File: config.mk
export PLATFORM = sky130hd
export DESIGN_NAME = dcache_access_unit_flat
export DESIGN_NICKNAME = d
export VERILOG_FILES = /design/src/rtl/dcache_access_unit_if.sv /design/src/rtl/dcache_access_unit.sv /design/src/flat_wrapper.sv
export SDC_FILE = /design/constraint.sdc
export NUM_CORES = 1
export LEC_CHECK = 0
export BUFFER_PORTS_ARGS = -buffer_cell sky130_fd_sc_hd__buf_2
export CORE_MARGIN = 1.5
export CORE_UTILIZATION = 54
export DETAILED_ROUTE_END_ITERATION = 8
export PLACE_DENSITY_LB_ADDON = 0.08
export SLEW_MARGIN = 5
export SYNTH_ARGS = -nofsm -noshare
export SYNTH_HDL_FRONTEND = slang
export SYNTH_SLANG_ARGS = --single-unit
export TNS_END_PERCENT = 50
File: constraint.sdc
create_clock -name clk -period 5.75 [get_ports clk]
set_input_delay 1.15 -clock clk [delete_from_list [all_inputs] [get_ports clk]]
set_output_delay 1.15 -clock clk [all_outputs]
set_load 0.02 [all_outputs]
File: src/rtl/dcache_access_unit_if.sv
// Word-wide memory port between the data-cache access unit (master) and memory (slave).
// A transaction completes on the clock edge where mem_req and mem_ready are both high.
interface dcache_access_unit_if #(
    parameter int unsigned ADDR_WIDTH = 32,
    parameter int unsigned WORD_WIDTH = 32
);
    logic                  mem_req;
    logic                  mem_we;
    logic [ADDR_WIDTH-1:0] mem_addr;
    logic [WORD_WIDTH-1:0] mem_wdata;
    logic [WORD_WIDTH-1:0] mem_rdata;
    logic                  mem_ready;

    modport master (
        output mem_req, mem_we, mem_addr, mem_wdata,
        input  mem_rdata, mem_ready
    );

    modport slave (
        input  mem_req, mem_we, mem_addr, mem_wdata,
        output mem_rdata, mem_ready
    );
endinterface

File: src/rtl/dcache_access_unit.sv
// Memory-stage data-cache sequencer: word/byte loads and stores on a word-wide req/ready port,
// byte stores as read-modify-write, sign-extended byte loads, pipeline stall until completion.
module dcache_access_unit #(
    parameter int unsigned ADDR_WIDTH = 32,
    parameter int unsigned WORD_WIDTH = 32
) (
    input  logic                  clk,
    input  logic                  reset,
    input  logic                  d_cache_access,
    input  logic                  d_cache_op,
    input  logic                  is_byte_op,
    input  logic [ADDR_WIDTH-1:0] addr,
    input  logic [WORD_WIDTH-1:0] store_data,
    dcache_access_unit_if.master  mem,
    output logic [WORD_WIDTH-1:0] load_data,
    output logic                  load_valid,
    output logic                  misaligned,
    output logic                  stall
);
    localparam int unsigned LANE_W = 2;
    localparam int unsigned BYTE_W = 8;

    typedef enum logic [2:0] {
        IDLE,
        READ,
        WRITE,
        RMW_READ,
        RMW_WRITE,
        DONE
    } state_t;

    state_t              state;
    logic [LANE_W-1:0]   lane_q;
    logic [BYTE_W-1:0]   byte_q;
    logic                is_byte_q;

    logic [4:0]            bit_idx_c;
    logic [BYTE_W-1:0]     rd_byte_c;
    logic [WORD_WIDTH-1:0] merged_c;

    // Byte lane selection and merge use the lane latched at accept, not the live address.
    always_comb begin
        bit_idx_c = {lane_q, 3'b000};
        rd_byte_c = mem.mem_rdata[bit_idx_c +: BYTE_W];
        merged_c  = mem.mem_rdata;
        merged_c[bit_idx_c +: BYTE_W] = byte_q;
    end

    assign stall = (state == IDLE && d_cache_access) ||
                   (state inside {READ, WRITE, RMW_READ, RMW_WRITE});

    always_ff @(posedge clk or posedge reset) begin
        if (reset) begin
            state         <= IDLE;
            lane_q        <= '0;
            byte_q        <= '0;
            is_byte_q     <= 1'b0;
            mem.mem_req   <= 1'b0;
            mem.mem_we    <= 1'b0;
            mem.mem_addr  <= '0;
            mem.mem_wdata <= '0;
            load_data     <= '0;
            load_valid    <= 1'b0;
            misaligned    <= 1'b0;
        end else begin
            load_valid <= 1'b0;
            misaligned <= 1'b0;
            case (state)
                IDLE: begin
                    if (d_cache_access) begin
                        lane_q    <= addr[LANE_W-1:0];
                        byte_q    <= store_data[BYTE_W-1:0];
                        is_byte_q <= is_byte_op;
                        if (!is_byte_op && addr[LANE_W-1:0] != 2'b00) begin
                            misaligned <= 1'b1;
                            state      <= DONE;
                        end else begin
                            mem.mem_req  <= 1'b1;
                            mem.mem_addr <= {addr[ADDR_WIDTH-1:LANE_W], 2'b00};
                            if (d_cache_op) begin
                                mem.mem_we <= 1'b0;
                                state      <= READ;
                            end else if (is_byte_op) begin
                                mem.mem_we <= 1'b0;
                                state      <= RMW_READ;
                            end else begin
                                mem.mem_we    <= 1'b1;
                                mem.mem_wdata <= store_data;
                                state         <= WRITE;
                            end
                        end
                    end
                end
                READ: begin
                    if (mem.mem_ready) begin
                        mem.mem_req <= 1'b0;
                        load_valid  <= 1'b1;
                        load_data   <= is_byte_q
                                     ? {{(WORD_WIDTH-BYTE_W){rd_byte_c[BYTE_W-1]}}, rd_byte_c}
                                     : mem.mem_rdata;
                        state       <= DONE;
                    end
                end
                WRITE: begin
                    if (mem.mem_ready) begin
                        mem.mem_req <= 1'b0;
                        mem.mem_we  <= 1'b0;
                        state       <= DONE;
                    end
                end
                // Read data turns straight around into the write; mem_req stays high.
                RMW_READ: begin
                    if (mem.mem_ready) begin
                        mem.mem_we    <= 1'b1;
                        mem.mem_wdata <= merged_c;
                        state         <= RMW_WRITE;
                    end
                end
                RMW_WRITE: begin
                    if (mem.mem_ready) begin
                        mem.mem_req <= 1'b0;
                        mem.mem_we  <= 1'b0;
                        state       <= DONE;
                    end
                end
                DONE: begin
                    state <= IDLE;
                end
                default: begin
                    state <= IDLE;
                end
            endcase
        end
    end
endmodule

File: src/flat_wrapper.sv
// flat-port wrapper written by rule: the top's interface ports become plain ports
module dcache_access_unit_flat 
#(
    parameter int unsigned ADDR_WIDTH = 32,
    parameter int unsigned WORD_WIDTH = 32
)
  (clk, reset, d_cache_access, d_cache_op, is_byte_op, addr, store_data, load_data, load_valid, misaligned, stall, mem_mem_req, mem_mem_we, mem_mem_addr, mem_mem_wdata, mem_mem_rdata, mem_mem_ready);
  dcache_access_unit_if #(.ADDR_WIDTH(ADDR_WIDTH), .WORD_WIDTH(WORD_WIDTH)) mem_i ();
  input  logic clk;
  input  logic reset;
  input  logic d_cache_access;
  input  logic d_cache_op;
  input  logic is_byte_op;
  input  logic [ADDR_WIDTH-1:0] addr;
  input  logic [WORD_WIDTH-1:0] store_data;
  output logic [WORD_WIDTH-1:0] load_data;
  output logic load_valid;
  output logic misaligned;
  output logic stall;
  output wire logic [$bits(mem_i.mem_req)-1:0] mem_mem_req;
  output wire logic [$bits(mem_i.mem_we)-1:0] mem_mem_we;
  output wire logic [$bits(mem_i.mem_addr)-1:0] mem_mem_addr;
  output wire logic [$bits(mem_i.mem_wdata)-1:0] mem_mem_wdata;
  input wire logic [$bits(mem_i.mem_rdata)-1:0] mem_mem_rdata;
  input wire logic [$bits(mem_i.mem_ready)-1:0] mem_mem_ready;
  assign mem_mem_req = mem_i.mem_req;
  assign mem_mem_we = mem_i.mem_we;
  assign mem_mem_addr = mem_i.mem_addr;
  assign mem_mem_wdata = mem_i.mem_wdata;
  assign mem_i.mem_rdata = mem_mem_rdata;
  assign mem_i.mem_ready = mem_mem_ready;
  dcache_access_unit #(.ADDR_WIDTH(ADDR_WIDTH), .WORD_WIDTH(WORD_WIDTH)) u_core (.clk(clk), .reset(reset), .d_cache_access(d_cache_access), .d_cache_op(d_cache_op), .is_byte_op(is_byte_op), .addr(addr), .store_data(store_data), .mem(mem_i), .load_data(load_data), .load_valid(load_valid), .misaligned(misaligned), .stall(stall));
endmodule
==> metrics.csv <==
metric;value;unit
die_area;10730;um^2
crit_arrival;3.64;ns
ys_seq_area_frac;0.5129;
clkSinkCount;112;
reg2reg_slack;2.44;ns
syn_to_final_growth;22.56;%
grt_max_degree;73;
hold_class;flop to flop;
grt_pass1_wl;23.12;mm
drt_iter0_markers;263;
place_area;6492;um^2
stdcell_area;6696;um^2
synth-seq-cells;112;
cts_hold_buf;0;
dp_hpwl;10.76;mm
drcViolationCount;0;
period_share;0.5974;
diodes;0;
crit_path_end;u_core.load_data[30]$_DFFE_PP0P_;
wl_per_cell;17.31;um
first_pass_iters;5;
postRouteAntennaNets;0;
power_density;542.2;nW/um^2
coreArea;9774;um^2
cp_max_fo;40;
netlist_area;5464;um^2
numPortBuffers;200;
wl_met1;6.028;mm
cts_root_buf;clkbuf_8;
clkLatencyLatePin;0.37;ns
postSynthAreaPerCell;10.43;um^2
cts_setup_buffers;0;
fmax;291.1;MHz
r2r-end;u_core.mem.mem_wdata[16]$_DFFE_PP0P_;
critPathMaxStageDelay;0.96;ns
max_slew_margin;0.1615;
synth-edff-count;0;
period_needed;3.435;ns
critPathCaptureType;flop;
htree_levels;3;
crit_path_top_delay_cell;clkinv_1;
r2r_cells;6;
start_util;0.5590;
synth_cell_types;40;
die_h;103.6;um
cp_cell_sequence;buf_2 -> nand2_1 -> or3_1 -> clkinv_1 -> nor2_1 -> a21oi_1;
worst_clock_skew;0.008058;ns
critical_path_required;5.96;ns
power_leakage;3.268;nW
track_usage;0.2731;
hold_viol;0;
dr_wl_met2;7.091;mm
finalSetupViolations;0;
layout_commonest_cell;buf_2;
yosysTopAreaCellShare;0.5129;
fp.dieW;103.6;um
syn_inst;524;
slew_violations;0;
drv_cap;0;
clk_pin_slew;0.10;ns
cts_buffers;9;
final_core_utilization;0.6851;
synth_area_leaders;dfrtp_1 (51%), mux2_2 (15%), a21oi_1 (9.4%);
rsz0062_at_grt;false;
tightest_slew;1.241;ns
timing_worst_setup_path_type;primary input to flop;
setup.worst_path.start_class;primary input;
layout-drive-gt1-share;0.4207;
crit_path_start;mem_mem_ready;
r2r_start;u_core.lane_q[0]$_DFFE_PP0P_;
cts_resized;0;
clock_path_buffers;2;
io_pins;203;
grt-ovfl-total;0;
viasPerCell;5.569;
synthArstFlopShare;1.000;
final_cell_mix;buf_2 (200), dfrtp_1 (112), a21oi_1 (103), mux2_2 (71), nor2_1 (60);
rows;36;
gp_congestion;0.9228;
grt_pass1_vias;4652;
dr_total_vias;4672;
cts_tree;yes;
synthFlopType;dfrtp_1;
antenna_found_initial;0;
ir_worst_vdd;0.3164;mV
yosysWarnings;0;
run_status;completed;
drt_wl_total;14.53;mm
pre_cts_slack;1.932;ns
routed.top_layer;met4;
fin_nets;809;
final.fill_count;803;
dr_wl_met3;1.167;mm
setup_tns;0;ns
worst_slack;2.315;ns
synth.largest_area_cell;dfrtp_1;
-- cell families after synthesis --
family          Yosys count  synth area share
buf+inv                  44           0.03572
other cells               1         0.0006863
fa+ha+maj                 5           0.01145
simple gates            143            0.1346
xor+xnor                  1          0.001603
flops                   112            0.5129
mux                      79            0.1633
compound gates          139            0.1397
-- layout make-up --
| class | count | area (um^2) | share of cell area |
|---|---|---|---|
| multi-input combinational | 369 | 2471 | 0.3690 |
| timing repair buffer | 203 | 1023 | 0.1528 |
| tap | 133 | 166.4 | 0.02485 |
| sequential | 112 | 2803 | 0.4185 |
| clock inverter | 4 | 52.55 | 0.007848 |
| inverter | 7 | 28.78 | 0.004297 |
| clock buffer | 11 | 151.4 | 0.02261 |
-- metal layers --
layer | GRT usage | vias up
met5 | 0 | -
met4 | 0.07837 | 0
met3 | 0.07741 | 19
met2 | 0.4562 | 213
met1 | 0.3486 | 2253
li1 | - | 2187
-- stage by stage --
stage / hold WS (ns) / power, mW / std cells
after floorplan: 0.4957 / 2.573 / 525
after global placement: 0.4720 / 3.088 / 824
after detailed placement: 0.4798 / 3.151 / 824
after CTS: 0.5022 / 3.642 / 839
after global routing: 0.5193 / 3.855 / 839
final: 0.5024 / 3.631 / 839
-- Yosys cell counts, types with 3 or more instances --
cell type,n
a221o_1,5
mux2i_1,7
nand2b_1,11
dfrtp_1,112
buf_6,3
ha_1,5
nand2_1,17
clkinv_1,4
nor2b_1,28
nor4bb_1,3
buf_1,7
clkbuf_1,25
nor2_1,60
a21oi_1,103
mux2_2,71
and3_1,5
a31oi_1,9
o21ai_0,14
nand3b_1,8
-- report_power, final --
part	internal (mW)	switching, mW	total, mW
Clock	0.225	0.263	0.488
Combinational	0.689	1.02	1.71
Sequential	1.16	0.272	1.43
-- critical path, delay by kind of cell --
kind	cells	cell delay (ns)
AND/OR/NAND/NOR	3	1.29
buffers and inverters	2	1.11
AO/OA/AOI/OAI	1	0.08
-- state kept, by name (all words and copies together), names as in the netlist, 2 cells and up --
name and cells:
u_core.load_data 32, u_core.lane_q 2, u_core.state 3, u_core.mem.mem_wdata 32, u_core.mem.mem_addr 30, u_core.byte_q 8
-- worst min-delay path by stage --
stage                                    start  slack, ns  cells after the start                         endpoint
2_1_floorplan     u_core.byte_q[2]$_DFFE_PP0P_       0.50                      1     u_core.byte_q[2]$_DFFE_PP0P_
3_3_place_gp   u_core.load_data[6]$_DFFE_PP0P_       0.47                      2  u_core.load_data[6]$_DFFE_PP0P_
3_5_place_dp   u_core.load_data[3]$_DFFE_PP0P_       0.48                      2  u_core.load_data[3]$_DFFE_PP0P_
4_1_cts        u_core.load_data[3]$_DFFE_PP0P_       0.50                      2  u_core.load_data[3]$_DFFE_PP0P_
5_1_grt        u_core.load_data[3]$_DFFE_PP0P_       0.52                      2  u_core.load_data[3]$_DFFE_PP0P_
6_report       u_core.load_data[6]$_DFFE_PP0P_       0.50                      2  u_core.load_data[6]$_DFFE_PP0P_
(Power assumes the default switching activity.)
